[config.mk]
export PLATFORM = sky130hd
export DESIGN_NAME = mem_lsu_flat
export DESIGN_NICKNAME = d
export VERILOG_FILES = /design/src/rtl/mem_lsu_pkg.sv /design/src/rtl/mem_lsu_if.sv /design/src/rtl/mem_load_align.sv /design/src/rtl/mem_lsu.sv /design/src/flat_wrapper.sv
export SDC_FILE = /design/constraint.sdc
export NUM_CORES = 1
export LEC_CHECK = 0
export BUFFER_PORTS_ARGS = -buffer_cell sky130_fd_sc_hd__buf_2
export CELL_PAD_IN_SITES_DETAIL_PLACEMENT = 1
export CELL_PAD_IN_SITES_GLOBAL_PLACEMENT = 2
export CORE_MARGIN = 5
export CORE_UTILIZATION = 27
export CTS_CLUSTER_DIAMETER = 40
export DETAILED_ROUTE_END_ITERATION = 10
export MAX_ROUTING_LAYER = met4
export PLACE_DENSITY_LB_ADDON = 0.05
export SLEW_MARGIN = 15
export SYNTH_ARGS = -nofsm -noshare
export SYNTH_HDL_FRONTEND = slang
export SYNTH_SLANG_ARGS = --single-unit
[constraint.sdc]
create_clock -name clk -period 2 [get_ports clk]
set_input_delay 0.2 -clock clk [delete_from_list [all_inputs] [get_ports clk]]
set_output_delay 0.2 -clock clk [all_outputs]
set_load 0.02 [all_outputs]
[src/rtl/mem_lsu_pkg.sv]
// rtl/mem_lsu_pkg.sv - shared CPU defines: access sizes, load/store types, LSU FSM states
// Provides: size encodings, load_type_t, store_type_t, lsu_state_t constants,
// and helpers for misalignment detection and store lane formatting.
package mem_lsu_pkg;

    localparam logic [1:0] SZ_BYTE = 2'd0;
    localparam logic [1:0] SZ_HALF = 2'd1;
    localparam logic [1:0] SZ_WORD = 2'd2;

    typedef struct packed {
        logic       read_mem;
        logic       sign;
        logic [1:0] size;
    } load_type_t;

    typedef struct packed {
        logic       dm_wr;
        logic [1:0] size;
    } store_type_t;

    typedef logic [2:0] lsu_state_t;

    localparam lsu_state_t LSU_IDLE  = 3'd0;
    localparam lsu_state_t LSU_REQ   = 3'd1;
    localparam lsu_state_t LSU_WAIT  = 3'd2;
    localparam lsu_state_t LSU_DONE  = 3'd3;
    localparam lsu_state_t LSU_DRAIN = 3'd4;

    function automatic logic is_misaligned(input logic [1:0] size, input logic [1:0] a);
        return ((size == SZ_HALF) && a[0]) || ((size == SZ_WORD) && (a != 2'b00));
    endfunction

    function automatic logic [3:0] store_strb(input logic [1:0] size, input logic [1:0] a);
        case (size)
            SZ_BYTE: return 4'b0001 << a;
            SZ_HALF: return 4'b0011 << a;
            default: return 4'b1111;
        endcase
    endfunction

    // Replicate the store value across all lanes; the strobe picks the live one.
    function automatic logic [31:0] store_data(input logic [1:0] size, input logic [31:0] d);
        case (size)
            SZ_BYTE: return {4{d[7:0]}};
            SZ_HALF: return {2{d[15:0]}};
            default: return d;
        endcase
    endfunction

endpackage

[src/rtl/mem_lsu_if.sv]
// rtl/mem_lsu_if.sv - DCache request/response channel between LSU and data cache
// Request: req_valid/req_ready handshake with req_wr, req_addr, req_wstrb, req_wdata.
// Response: resp_valid/resp_rdata, always accepted by the LSU.
interface mem_lsu_if #(
    parameter int AW = 32,
    parameter int DW = 32
);
    logic          req_valid;
    logic          req_ready;
    logic          req_wr;
    logic [AW-1:0] req_addr;
    logic [3:0]    req_wstrb;
    logic [DW-1:0] req_wdata;
    logic          resp_valid;
    logic [DW-1:0] resp_rdata;

    modport master (
        output req_valid, req_wr, req_addr, req_wstrb, req_wdata,
        input  req_ready, resp_valid, resp_rdata
    );

    modport slave (
        input  req_valid, req_wr, req_addr, req_wstrb, req_wdata,
        output req_ready, resp_valid, resp_rdata
    );
endinterface

[src/rtl/mem_load_align.sv]
// rtl/mem_load_align.sv - combinational load lane select and sign/zero extension
// Ports: rdata (raw word), addr_lo (byte offset), sign, size -> data (extended result).
module mem_load_align
    import mem_lsu_pkg::*;
(
    input  logic [31:0] rdata,
    input  logic [1:0]  addr_lo,
    input  logic        sign,
    input  logic [1:0]  size,
    output logic [31:0] data
);
    logic [7:0]  b;
    logic [15:0] h;

    always_comb begin
        case (addr_lo)
            2'd0:    b = rdata[7:0];
            2'd1:    b = rdata[15:8];
            2'd2:    b = rdata[23:16];
            default: b = rdata[31:24];
        endcase
        h = addr_lo[1] ? rdata[31:16] : rdata[15:0];
        case (size)
            SZ_BYTE: data = {{24{sign & b[7]}}, b};
            SZ_HALF: data = {{16{sign & h[15]}}, h};
            default: data = rdata;
        endcase
    end
endmodule

[src/rtl/mem_lsu.sv]
// rtl/mem_lsu.sv - MEM-stage load/store unit driving a valid/ready DCache port
// Ports: clk, rst (sync active-low); MEM_* pipeline inputs (flush, valid, advance,
// address, store data, load/store type, prior exception); dc (DCache channel,
// master side); MEM_LoadData, MEM_LsuStall, MEM_AdEL, MEM_AdES outputs.
module mem_lsu
    import mem_lsu_pkg::*;
#(
    parameter int AW = 32,
    parameter int DW = 32
)(
    input  logic          clk,
    input  logic          rst,
    input  logic          MEM_Flush,
    input  logic          MEM_Valid,
    input  logic          MEM_Wr,
    input  logic [AW-1:0] MEM_ALUOut,
    input  logic [DW-1:0] MEM_OutB,
    input  load_type_t    MEM_LoadType,
    input  store_type_t   MEM_StoreType,
    input  logic          MEM_ExcValid,
    mem_lsu_if.master     dc,
    output logic [DW-1:0] MEM_LoadData,
    output logic          MEM_LsuStall,
    output logic          MEM_AdEL,
    output logic          MEM_AdES
);
    lsu_state_t  state;
    logic        pending;
    logic        lat_is_load;
    logic        lat_sign;
    logic [1:0]  lat_size;
    logic [1:0]  lat_addr_lo;
    logic [31:0] align_data;

    assign MEM_AdEL = MEM_Valid & MEM_LoadType.read_mem
                      & is_misaligned(MEM_LoadType.size, MEM_ALUOut[1:0]);
    assign MEM_AdES = MEM_Valid & MEM_StoreType.dm_wr
                      & is_misaligned(MEM_StoreType.size, MEM_ALUOut[1:0]);

    assign pending = MEM_Valid & (MEM_LoadType.read_mem | MEM_StoreType.dm_wr)
                     & ~MEM_ExcValid & ~MEM_AdEL & ~MEM_AdES & ~MEM_Flush;

    mem_load_align u_align (
        .rdata   (dc.resp_rdata),
        .addr_lo (lat_addr_lo),
        .sign    (lat_sign),
        .size    (lat_size),
        .data    (align_data)
    );

    // DONE releases the pipeline; DRAIN only stalls for the next instruction.
    always_comb begin
        case (state)
            LSU_IDLE, LSU_DRAIN: MEM_LsuStall = pending;
            LSU_REQ, LSU_WAIT:   MEM_LsuStall = 1'b1;
            default:             MEM_LsuStall = 1'b0;
        endcase
    end

    always_ff @(posedge clk) begin
        if (!rst) begin
            state        <= LSU_IDLE;
            dc.req_valid <= 1'b0;
            dc.req_wr    <= 1'b0;
            dc.req_addr  <= '0;
            dc.req_wstrb <= '0;
            dc.req_wdata <= '0;
            MEM_LoadData <= '0;
            lat_is_load  <= 1'b0;
            lat_sign     <= 1'b0;
            lat_size     <= '0;
            lat_addr_lo  <= '0;
        end else begin
            case (state)
                LSU_IDLE: begin
                    if (pending) begin
                        state        <= LSU_REQ;
                        dc.req_valid <= 1'b1;
                        dc.req_wr    <= ~MEM_LoadType.read_mem;
                        dc.req_addr  <= {MEM_ALUOut[AW-1:2], 2'b00};
                        dc.req_wstrb <= MEM_LoadType.read_mem ? 4'b0000
                                        : store_strb(MEM_StoreType.size, MEM_ALUOut[1:0]);
                        dc.req_wdata <= MEM_LoadType.read_mem ? '0
                                        : store_data(MEM_StoreType.size, MEM_OutB);
                        lat_is_load  <= MEM_LoadType.read_mem;
                        lat_sign     <= MEM_LoadType.sign;
                        lat_size     <= MEM_LoadType.size;
                        lat_addr_lo  <= MEM_ALUOut[1:0];
                    end
                end
                LSU_REQ: begin
                    if (dc.req_ready) begin
                        dc.req_valid <= 1'b0;
                        // A flushed load already accepted by the cache still owes a response.
                        if (lat_is_load) state <= MEM_Flush ? LSU_DRAIN : LSU_WAIT;
                        else             state <= MEM_Flush ? LSU_IDLE  : LSU_DONE;
                    end else if (MEM_Flush) begin
                        dc.req_valid <= 1'b0;
                        state        <= LSU_IDLE;
                    end
                end
                LSU_WAIT: begin
                    if (dc.resp_valid) begin
                        if (MEM_Flush) begin
                            state <= LSU_IDLE;
                        end else begin
                            MEM_LoadData <= align_data;
                            state        <= LSU_DONE;
                        end
                    end else if (MEM_Flush) begin
                        state <= LSU_DRAIN;
                    end
                end
                LSU_DONE: begin
                    if (MEM_Wr || MEM_Flush) state <= LSU_IDLE;
                end
                LSU_DRAIN: begin
                    if (dc.resp_valid) state <= LSU_IDLE;
                end
                default: state <= LSU_IDLE;
            endcase
        end
    end
endmodule
[src/flat_wrapper.sv]
// flat-port wrapper written by rule: the top's interface ports become plain ports
module mem_lsu_flat import mem_lsu_pkg::*;
#(
    parameter int AW = 32,
    parameter int DW = 32
)
  (clk, rst, MEM_Flush, MEM_Valid, MEM_Wr, MEM_ALUOut, MEM_OutB, MEM_LoadType, MEM_StoreType, MEM_ExcValid, MEM_LoadData, MEM_LsuStall, MEM_AdEL, MEM_AdES, dc_req_valid, dc_req_wr, dc_req_addr, dc_req_wstrb, dc_req_wdata, dc_req_ready, dc_resp_valid, dc_resp_rdata);
  mem_lsu_if #(.AW(AW), .DW(DW)) dc_i ();
  input  logic clk;
  input  logic rst;
  input  logic MEM_Flush;
  input  logic MEM_Valid;
  input  logic MEM_Wr;
  input  logic [AW-1:0] MEM_ALUOut;
  input  logic [DW-1:0] MEM_OutB;
  input  load_type_t MEM_LoadType;
  input  store_type_t MEM_StoreType;
  input  logic MEM_ExcValid;
  output logic [DW-1:0] MEM_LoadData;
  output logic MEM_LsuStall;
  output logic MEM_AdEL;
  output logic MEM_AdES;
  output wire logic [$bits(dc_i.req_valid)-1:0] dc_req_valid;
  output wire logic [$bits(dc_i.req_wr)-1:0] dc_req_wr;
  output wire logic [$bits(dc_i.req_addr)-1:0] dc_req_addr;
  output wire logic [$bits(dc_i.req_wstrb)-1:0] dc_req_wstrb;
  output wire logic [$bits(dc_i.req_wdata)-1:0] dc_req_wdata;
  input wire logic [$bits(dc_i.req_ready)-1:0] dc_req_ready;
  input wire logic [$bits(dc_i.resp_valid)-1:0] dc_resp_valid;
  input wire logic [$bits(dc_i.resp_rdata)-1:0] dc_resp_rdata;
  assign dc_req_valid = dc_i.req_valid;
  assign dc_req_wr = dc_i.req_wr;
  assign dc_req_addr = dc_i.req_addr;
  assign dc_req_wstrb = dc_i.req_wstrb;
  assign dc_req_wdata = dc_i.req_wdata;
  assign dc_i.req_ready = dc_req_ready;
  assign dc_i.resp_valid = dc_resp_valid;
  assign dc_i.resp_rdata = dc_resp_rdata;
  mem_lsu #(.AW(AW), .DW(DW)) u_core (.clk(clk), .rst(rst), .MEM_Flush(MEM_Flush), .MEM_Valid(MEM_Valid), .MEM_Wr(MEM_Wr), .MEM_ALUOut(MEM_ALUOut), .MEM_OutB(MEM_OutB), .MEM_LoadType(MEM_LoadType), .MEM_StoreType(MEM_StoreType), .MEM_ExcValid(MEM_ExcValid), .dc(dc_i), .MEM_LoadData(MEM_LoadData), .MEM_LsuStall(MEM_LsuStall), .MEM_AdEL(MEM_AdEL), .MEM_AdES(MEM_AdES));
endmodule
; Yosys cells after proc, flatten, opt, wreduce, memory -nomap -nowiden
; Cells that the tools add are included.
[totals]
mem_bits_ro = 0
regBits = 109
memories = 0
latch_bits = 0
ram_bits = 0
[classes]
eq_ne = 16
n_addsub = 0
n_reduce_logical = 19
n_div = 0
n_lt_le_gt_ge = 0
mux = 23
n_mul = 0
shifts = 2
bitwise_logic = 17
[ops]
columns = cell, n
row1 = $pmux 32 s2, 2
row2 = $mux 32, 1
row3 = $mux 3, 9
row4 = $pmux 8 s3, 1
row5 = $mux 16, 1
row6 = $pmux 3 s5, 1
row7 = $and 1x1->1, 11
row8 = $eq 2x1->1 const B, 4
row9 = $pmux 4 s2, 1
row10 = $eq 2x2->1 const B, 3
row11 = $eq 3x2->1 const B, 2
row12 = $logic_not 2->1, 3
row13 = $ne 3x3->1 const B, 2
row14 = $reduce_and 3->1, 2
row15 = $not 1->1, 5
row16 = $reduce_and 5->1, 1
row17 = $logic_and 1x1->1, 4
row18 = $mux 4, 1
row19 = $ne 2x1->1 const B, 2
row20 = $pmux 1 s2, 2
row21 = $reduce_bool 2->1, 2
row22 = $reduce_or 2->1, 2
row23 = $shl 1x2->4 const A, 1
row24 = $shl 2x2->4 const A, 1
row25 = 9 further kinds, 13

; Longest topological paths before layout
; Gate-level depths: netlist of run 1.
[logic_depth]
ltp_word = 10
ltp_mapped = 9

; By module
; A second synthesis of run 1 with hierarchy kept.
[unflattened]
cells_unflattened = 654
area_unflattened_um2 = 5497.8
[modules_own_cells]
columns = mod, instances, cells_per_inst, seq_area_each_um2, area_per_inst_um2
row1 = mem_lsu, 1, 539, 2182.1, 4621.9
row2 = mem_load_align, 1, 115, 0.0, 875.8

; Least setup slack after synthesis of run 1
; Ideal clock, no wire load.
[synth_path]
path_kind = input port to flip-flop
start = input MEM_LoadType[0] (netlist name)
end = register u_core.dc.req_wr
cell_stages = 8
setup_time_ns = 0.124
required_time_ns = 1.876
t_arrival_ns = 1.547
setup_slack_ns = 0.329
path_cell_list = nand4b_1 -> o22ai_1 -> nor3_2 -> buf_6 -> nand3b_1 -> buf_6 -> buf_6 -> o21ai_1
[synth_between]
elab_chain_len = 9
elab_cells_between_ends = 11
classes_between = eq/ne: 2 / bitwise: 5 / reduce/logical: 4
[synth_lines]
columns = item, line
row1 = from (decl), flat_wrapper.sv:16  ; input load_type_t MEM_LoadType;
row2 = $eq 2x1->1 or $eq 2x2->1 (tied branches), mem_lsu_pkg.sv:30  ; return ((size == SZ_HALF) && a[0]) || ((size == SZ_WORD) && (a != 2'b00));
row3 = $logic_and 1x1->1, mem_lsu_pkg.sv:30
row4 = $logic_or 1x1->1 (*), mem_lsu_pkg.sv:30
row5 = $and 1x1->1 (*), mem_lsu.sv:36  ; & is_misaligned(MEM_LoadType.size, MEM_ALUOut[1:0]);
row6 = net MEM_AdEL, flat_wrapper.sv:21  ; output logic MEM_AdEL;
row7 = $not 1->1 (*), mem_lsu.sv:41  ; & ~MEM_ExcValid & ~MEM_AdEL & ~MEM_AdES & ~MEM_Flush;
row8 = $and 1x1->1 (*) (3 in a row), mem_lsu.sv:41
row9 = $reduce_and 2->1 (no source line) (*), --
row10 = to (signal assigned), mem_lsu.sv:79  ; dc.req_wr <= ~MEM_LoadType.read_mem;
row11 = to (decl), mem_lsu_if.sv:18  ; output req_valid, req_wr, req_addr, req_wstrb, req_wdata,
; The timed path passes the listed nets; every way through them passes the cells marked *.
; A chain may end at the register's enable or synchronous reset.

; Worst setup path in the final report of run 1
[layout_path]
start = register u_core.state[2]
end = register u_core.dc.req_wstrb[1]
[layout_between]
elab_chain_len = 2
[layout_lines]
columns = item, line
row1 = from (decl), mem_lsu.sv:27  ; lsu_state_t state;
row2 = from (signal assigned), mem_lsu.sv:95  ; if (lat_is_load) state <= MEM_Flush ? LSU_DRAIN : LSU_WAIT;
row3 = from (signal assigned), mem_lsu.sv:96  ; else state <= MEM_Flush ? LSU_IDLE : LSU_DONE;
row4 = $logic_not 3->1, mem_lsu.sv:74  ; case (state)
row5 = $reduce_and 2->1 (no source line), --
row6 = to (signal assigned), mem_lsu.sv:81  ; dc.req_wstrb <= MEM_LoadType.read_mem ? 4'b0000
row7 = to (decl), mem_lsu_if.sv:18
; No other way between the ends.

==> impl_metrics.json, run 1 <==
{
  "leakagePower_nw": 2.880,
  "fin_setup_tns_ns": 0,
  "yosys.area.top_type": "dfxtp_1",
  "hold_buffers": 0,
  "cts_made_buffers": 9,
  "post_cts_buffers": 0,
  "setup_violations": 0,
  "synth_area_um2": 4989,
  "slew_viol_final": 0,
  "synth_flop_cell": "dfxtp_1",
  "synth_edf_count": 0,
  "postSynthAreaPerCell_um2": 8.814,
  "cp.depth": 7,
  "synth_seq_area_share": 0.4374,
  "r2r_setup_slack_ns": 0.22,
  "relSlewSlack": 0.6333,
  "clkLatencyLatePin_ns": 0.35,
  "antenna_left": 0,
  "grt_pass1_wl_um": 28800,
  "rsz0062_at_grt": "false",
  "worstPathArrival_ns": 2.01,
  "grtUsageTotal": 0.1700,
  "slowest_delay_ns": 0.39,
  "overflow": 0,
  "synth_top_cell_area_share": 0.4374,
  "maxCapViolations": 0,
  "clk_pin_slew_ns": 0.08,
  "dp_hpwl_um": 13430,
  "status": "finished, final reports clean",
  "crit_path_start_kind": "flip-flop",
  "hold_viol_final": 0,
  "peakVddDrop_mv": 0.3536,
  "worstMarginPinSlew_ns": 0.5489,
  "wl_um": 17720,
  "antenna_found_initial": 1,
  "whs_path_depth": 3,
  "drt_iter0_drc": 129,
  "grt_max_degree": 72,
  "hp-start": "MEM_ALUOut[6]",
  "cts_resized": 0,
  "grt_pass1_vias": 5198,
  "yosys-top-cells-area": "dfxtp_1 (44%), o21ai_0 (7.6%), o2bb2ai_2 (6.0%), nand2_1 (5.5%), mux2i_1 (5.0%)",
  "fin_crit_sh": 0.8900,
  "ctsRootBufferMaster": "clkbuf_16",
  "instances_no_fill": 993,
  "power_density_nw_per_um2": 704.0,
  "gp_congestion": 0.7656,
  "dieArea_um2": 21290,
  "via_count": 4940,
  "cp-end-kind": "flip-flop",
  "yosysUniqueCellTypes": 50,
  "yosysWarnings": 0,
  "setup_slack_ns": 0.2199,
  "postLayoutCoreUtil": 0.3638,
  "synth_cells": 566,
  "hold_path.class": "in2reg",
  "drt-pass1-iter-count": 4,
  "io_pins": 216,
  "die_x_um": 145.9,
  "layout.nets": 869,
  "cts_buffer_depth": 2,
  "final_common_cell": "buf_2",
  "core_um2": 18090,
  "cp.required_ns": 2.23,
  "drc": 0,
  "synth-seq-cells": 109,
  "finalCriticalPeriod_ns": 1.780,
  "max_freq_mhz": 561.8,
  "place_inst": 976,
  "final_cell_mix": "buf_2 (212), dfxtp_1 (109), o21ai_0 (76)",
  "fin_skew_ns": 0.006714,
  "power_mw": 4.632,
  "critPathSlowestCell": "dfxtp_1",
  "cpMostUsedCell": "buf_12",
  "wl_per_cell_um": 17.85,
  "area_growth_pct": 31.90,
  "cts_tree": "yes",
  "path_cells": "nor3_2 > o2111ai_1 > nor3_4 > buf_12 > nor2b_2 > buf_12 > o2bb2ai_1",
  "routed_via_density": 4.975,
  "r2r-start": "u_core.state[2]",
  "fp-row-count": 49,
  "start_util": 0.2758,
  "dieHeight_um": 145.9,
  "worstSetupStartpoint": "u_core.state[2]",
  "cp_num_buf_inv": 2,
  "drive_gt1_frac": 0.3709,
  "cts.sinks": 109,
  "cpLargestDelayFamily": "simple AND/OR/NAND/NOR gates",
  "htree_levels": 3,
  "critPathKind": "reg2reg",
  "dp_worst_setup_slack_ns": 0.1913,
  "port-buffer-count": 213,
  "cp_max_fo": 28,
  "r2r_cells": 7,
  "ys_async_sr_fraction": 0
}
-- synth_stat cells (all sizes together), types with 3 or more instances --
cell type and n:
o21ai 77, mux2i 25, buf 21, nand4b 10, a2bb2oi 7, nor3 5
a22oi 8, o22ai 3, nor2 19, nand3 39, nor2b 11, a21oi 46
o2bb2ai 28, a31oi 7, dfxtp 109, nand2b 10, mux2 8, nand2 73
clkbuf 33
-- through the flow --
stage                     cell area (µm²)  hold slack, ns
final                                6580         0.05860
after global routing                 6580         0.06288
after CTS                            6578         0.04210
after detailed placement             6286          0.4245
after global placement               6286          0.4141
after floorplan                      4992          0.3150
-- path summary, 6_finish.rpt --
path / to
max: u_core.dc.req_wstrb[1]
min: u_core.dc.req_addr[6]
max reg2reg: u_core.dc.req_wstrb[1]
min reg2reg: u_core.dc.req_wr
-- metal layers --
layer,wire (µm),track usage
met1,7993,0.2107
met2,8487,0.2775
met3,987,0.03893
met4,255,0.04938
met5,0,-
-- worst reg2reg max path: stages, from the launching register on --
cell and delay, ns:
dfxtp_1 0.39, nor3_2 0.21, o2111ai_1 0.19, nor3_4 0.29, buf_12 0.19, nor2b_2 0.06, buf_12 0.17, o2bb2ai_1 0.15
-- layout make-up --
type                       instances  area (µm²)
timing repair buffer             234        1276
clock inverter                     7       66.31
clock buffer                       9       225.2
fill                            2180       11510
tap                              229       286.5
inverter                           2       7.507
multi-input combinational        402        2534
sequential                       109        2182
antenna                            1       2.502
-- report_power, final --
part / switching, mW / leakage [nW] / total, mW / internal, mW
Sequential: 0.0235 / 0.880 / 2.23 / 2.21
Clock: 0.932 / 0.138 / 1.81 / 0.879
Combinational: 0.352 / 1.86 / 0.590 / 0.238
Total: 1.31 / 2.88 / 4.63 / 3.32
-- state kept, by name, summed over array words and instances, names as in the netlist --
name and cells:
u_core.MEM_LoadData 32, u_core.state 3, u_core.lat_size 2, u_core.dc.req_wr 1
u_core.dc.req_valid 1, u_core.dc.req_addr 30, u_core.lat_addr_lo 2, u_core.dc.req_wstrb 4
u_core.lat_sign 1, u_core.lat_is_load 1, u_core.dc.req_wdata 32
-- logic make-up (layout without fill, tap and decap cells) --
family / count (synthesis) / count (layout) / share of synthesized area
other: 1 / 3 / 0.0007517
flip-flops: 109 / 109 / 0.4374
XOR/XNOR: 2 / 2 / 0.003512
multiplexers: 34 / 34 / 0.07273
AO/OA/AOI/OAI: 189 / 189 / 0.2576
buffers and inverters: 56 / 252 / 0.05668
AND/OR/NAND/NOR: 175 / 175 / 0.1713
Power figures use the tool's default switching activity.
==> run 2, diff against run 1 <==
- CELL_PAD_IN_SITES_DETAIL_PLACEMENT: 1 -> not set
- CELL_PAD_IN_SITES_GLOBAL_PLACEMENT: 2 -> not set
- CORE_UTILIZATION: 27 -> 35
- CTS_BUF_LIST: not set -> sky130_fd_sc_hd__clkbuf_4
==> run 2 against run 1 <==
  * Combinational power grew 21%
  * Global-route usage grew 3.0 points
  * Worst hold slack lost 0.036 ns
  * Setup slack gained 0.037 ns
  * Largest power group unchanged
==> impl_metrics.json, run 2 (synthesized netlist as in run 1, its figures left out) <==
{
  "grtUsageTotal": 0.1998,
  "num-fill-cells": 1324,
  "gp_congestion": 0.8719,
  "antenna_cells": 0,
  "stdcell_area_um2": 7279,
  "worstPathArrival_ns": 1.54,
  "final_common_cell": "buf_2",
  "setup_violations": 0,
  "cp-end-kind": "output port",
  "fin_skew_ns": 0.01433,
  "leakagePower_nw": 3.214,
  "drc": 0,
  "place_inst": 930,
  "relSlewSlack": 0.6213,
  "rsz0062_at_grt": "false",
  "fin_setup_tns_ns": 0,
  "post_cts_buffers": 0,
  "core_um2": 13930,
  "hold_viol_final": 0,
  "fp-row-count": 43,
  "max_freq_mhz": 573.6,
  "cp.required_ns": 1.80,
  "drt-pass1-iter-count": 4,
  "die_x_um": 129.4,
  "power_density_nw_per_um2": 561.6,
  "critPathKind": "reg2out",
  "maxCapViolations": 0,
  "clk_pin_slew_ns": 0.15,
  "cts.sinks": 109,
  "largest_registers": "u_core.MEM_LoadData x32, u_core.dc.req_wdata x32, u_core.dc.req_addr x30",
  "htree_levels": 3,
  "ctsRootBufferMaster": "clkbuf_4",
  "io_pins": 216,
  "antenna_found_initial": 0,
  "r2r_setup_slack_ns": 0.33,
  "antenna_left": 0,
  "dpl_cell_area_um2": 6235,
  "clkLatencyLatePin_ns": 0.48,
  "dp_hpwl_um": 11240,
  "cp_max_fo": 11,
  "grt_pass1_wl_um": 25890,
  "grt_pass1_vias": 5108,
  "routed_via_density": 4.978,
  "final_cell_mix": "buf_2 (212), dfxtp_1 (109), dlygate4sd3_1 (91)",
  "drt_iter0_drc": 260,
  "fin_crit_sh": 0.8716,
  "crit_path_start_kind": "flip-flop",
  "start_util": 0.3580,
  "port-buffer-count": 213,
  "cts_tree": "yes",
  "hold_path.class": "in2reg",
  "layout.nets": 963,
  "overflow": 0,
  "area_growth_pct": 45.92,
  "dieArea_um2": 16740,
  "status": "finished, final reports clean",
  "dieHeight_um": 129.4,
  "grt_max_degree": 62,
  "wl_per_cell_um": 15.87,
  "worstMarginPinSlew_ns": 0.5681,
  "cts_made_buffers": 9,
  "instances_no_fill": 1037,
  "cts_resized": 0,
  "wl_um": 16460,
  "peakVddDrop_mv": 0.3191,
  "cts_buffer_depth": 2,
  "via_count": 5162,
  "drive_gt1_frac": 0.3326,
  "slew_viol_final": 0,
  "finalCriticalPeriod_ns": 1.743
}
-- run 2: changes by cell type in the layout (fill, tap and decap cells not counted), sizes merged --
cell         before  now
inv               5    2
dlygate4sd3       0   91
buf             234  237
bufinv            0    1
diode             1    0
clkinv            2    3
clkbuf            9   11
clkinvlp          2    1
-- run 2: power breakdown --
group / leakage, nW / switching, mW / internal, mW
logic: 2.26 / 0.364 / 0.352
clock network: 0.0743 / 0.735 / 0.403
registers: 0.880 / 0.0223 / 2.21
total: 3.21 / 1.12 / 2.97
-- run 2: layout make-up --
type	instances	area, µm²	share of cell area
multi-input cells	402	2534	0.3481
clock inverters	5	51.30	0.007047
clock buffers	11	82.58	0.01134
flip-flops and latches	109	2182	0.2998
repair buffers	328	2197	0.3018
well taps	180	225.2	0.03094
inverters	2	7.507	0.001031
-- run 2: timing repair --
action / CTS / global route
endpoints found under the hold margin: 91 / 0
hold buffers: 91 / 0
setup endpoints to repair: 0 / 0
-- run 2: path summary, 6_finish.rpt --
| kind | endpoint | from | cells past startpoint |
|---|---|---|---|
| setup / recovery | MEM_LsuStall | u_core.state[1] | 5 |
| hold / removal | u_core.MEM_LoadData[25] | dc_resp_rdata[25] | 3 |
| hold reg to reg | u_core.dc.req_addr[29] | u_core.dc.req_addr[29] | 2 |
| setup reg to reg | u_core.dc.req_wdata[9] | u_core.state[1] | 6 |
-- run 2: per-layer routing --
layer,share of wire,wire length [µm],GRT usage
met5,0,0,-
met4,0.020,332,0.06918
met3,0.063,1032,0.03669
met2,0.49,8034,0.3348
met1,0.43,7059,0.2416
-- run 2: worst max-delay path, stage by stage, from the launching register on --
cell and delay [ns]:
dfxtp_1 0.35, buf_4 0.17, nor2_1 0.17, a22oi_1 0.09, o31ai_1 0.08, buf_2 0.21
-- run 2: stage by stage --
step | hold slack, ns | worst slack (ns) | power, mW | util
6_report | 0.02278 | 0.2567 | 4.089 | 0.5224
5_1_grt | 0.01403 | 0.1339 | 4.316 | 0.5224
4_1_cts | 0.001555 | 0.2100 | 4.138 | 0.5224
3_5_place_dp | 0.4211 | 0.3447 | 2.856 | 0.4474
3_3_place_gp | 0.4136 | 0.3991 | 2.848 | 0.4474
2_1_floorplan | 0.3150 | 0.3290 | 2.613 | -
==> run 3, diff against run 2 <==
- CORE_UTILIZATION: 35 -> 49
==> run 3 against run 2 <==
  * Worst hold slack got worse by 0.0029 ns
  * Global-route usage increased by 3.6 points
  * Largest power group unchanged
  * Final cell count decreased by 8.9%
  * Critical path type unchanged
  * Non-clock buffer count decreased by 43
  * Wire length decreased by 12%
  * Via count decreased by 2.1%
  * Total power fell by 6.7%
  * Die area down 27%
  * Clock-buffer cell count unchanged
==> impl_metrics.json, run 3 (synthesized netlist as in run 1, its figures left out) <==
{
  "status": "finished, final reports clean",
  "drc": 0,
  "stdcell_area_um2": 6744,
  "dr_wl_met3_um": 989,
  "cts_resized": 0,
  "cts_made_buffers": 9,
  "drive_gt1_frac": 0.3485,
  "r2r-end": "u_core.lat_addr_lo[0]",
  "antenna_found_initial": 0,
  "met1_length_um": 6216,
  "antenna_left": 0,
  "wl_um": 14450,
  "r2r-start": "u_core.state[2]",
  "power_mw": 3.814,
  "ctsRootBufferMaster": "clkbuf_4",
  "leakagePower_nw": 3.013,
  "final_common_cell": "buf_2",
  "routed_via_density": 5.347,
  "dpl_cell_area_um2": 6156,
  "finalCriticalPeriod_ns": 1.702,
  "fin_setup_tns_ns": 0,
  "crit_path_start_kind": "flip-flop",
  "grt_pass1_wl_um": 23630,
  "drt-pass1-iter-count": 5,
  "dieArea_um2": 12300,
  "worstMarginPinSlew_ns": 0.5360,
  "overflow": 0,
  "r2r_setup_slack_ns": 0.32,
  "hold_viol_final": 0,
  "post_cts_buffers": 0,
  "core_um2": 9864,
  "fin_crit_sh": 0.8508,
  "hp-start": "MEM_LoadType[0]",
  "hold_buffers": 49,
  "power_density_nw_per_um2": 565.6,
  "maxCapViolations": 0,
  "dieHeight_um": 110.9,
  "largest_registers": "u_core.MEM_LoadData x32, u_core.dc.req_wdata x32, u_core.dc.req_addr x30",
  "antenna_cells": 0,
  "gp_congestion": 0.8868,
  "io_pins": 216,
  "final_cell_mix": "buf_2 (212), dfxtp_1 (109), o21ai_0 (76)",
  "cts_buffer_depth": 2,
  "setup_violations": 0,
  "wl_per_cell_um": 15.29,
  "slew_viol_final": 0,
  "grtUsageTotal": 0.2354,
  "cp-end-kind": "output port",
  "cp_max_fo": 13,
  "cts_tree": "yes",
  "clk_pin_slew_ns": 0.15,
  "whs_path_depth": 3,
  "start_util": 0.5057,
  "via_count": 5053,
  "relSlewSlack": 0.6420,
  "postLayoutCoreUtil": 0.6837,
  "rsz0062_at_grt": "false",
  "layout.nets": 920,
  "die_x_um": 110.9,
  "min_delay_worst_endpoint": "u_core.lat_size[0]",
  "area_growth_pct": 35.19,
  "grt_pass1_vias": 4939,
  "cp.required_ns": 1.80,
  "cts.sinks": 109,
  "clkLatencyLatePin_ns": 0.46,
  "port-buffer-count": 213,
  "worstPathArrival_ns": 1.50,
  "dp_hpwl_um": 10430,
  "worstSetupStartpoint": "u_core.state[0]",
  "fin_skew_ns": 0.02384,
  "top_layer": "met4",
  "htree_levels": 3,
  "met2_length_um": 6956,
  "fp-row-count": 36,
  "peakVddDrop_mv": 0.3556,
  "drt_iter0_drc": 296,
  "hold_path.class": "in2reg",
  "max_freq_mhz": 587.7,
  "critPathKind": "reg2out",
  "r2r_cells": 6,
  "grt_max_degree": 73
}
==> run 3: cell count changes in the layout (fill, tap and decap cells not counted) <==
cell | previous run | this run
dlygate4sd3_1 | 91 | 49
clkinv_2 | 2 | 3
clkinvlp_4 | 1 | 0
clkinv_1 | 1 | 0
buf_12 | 3 | 2
bufinv_16 | 1 | 0
==> run 3: cell type report <==
class                           instances  area [µm²]
Clock buffer                           11       82.58
Clock inverter                          3       15.01
Timing Repair Buffer                  285        1757
Multi-Input combinational cell        402        2534
Sequential cell                       109        2182
Tap cell                              133       166.4
Inverter                                2       7.507
Fill cell                             830        3120
==> run 3: routing by layer <==
layer  global-route usage  vias up
met5                    -        -
met4              0.08292        0
met1               0.2874     2319
met3              0.05186       24
li1                     -     2515
met2               0.3847      195
==> run 3: where the power goes <==
| part | internal (mW) | switching [mW] | leakage [nW] |
|---|---|---|---|
| combinational | 0.296 | 0.343 | 2.07 |
| clock | 0.267 | 0.673 | 0.0623 |
| sequential | 2.21 | 0.0232 | 0.880 |
==> run 3: worst max path at each step <==
stage	endpoint	slack (ns)	cells past startpoint
floorplan	u_core.dc.req_wr	0.33	8
global placement	u_core.lat_addr_lo[0]	0.36	6
detailed placement	u_core.lat_addr_lo[0]	0.29	6
CTS	MEM_LsuStall	0.26	5
global route	u_core.lat_addr_lo[0]	0.12	6
finish	MEM_LsuStall	0.30	5
==> run 3: metrics by stage <==
stage | setup WS [ns] | instances | hold slack [ns]
after floorplan | 0.3290 | 567 | 0.3150
after global placement | 0.3575 | 882 | 0.4140
after detailed placement | 0.2865 | 882 | 0.4223
after CTS | 0.2570 | 945 | 0.0003594
after global routing | 0.1158 | 945 | 0.0009997
final | 0.2985 | 945 | 0.01992
==> run 3: worst max-delay path, stage by stage (launching register included) <==
cell,delay [ns]
dfxtp_1,0.38
buf_4,0.19
nor2_1,0.05
a22oi_1,0.18
o31ai_1,0.08
buf_2,0.16
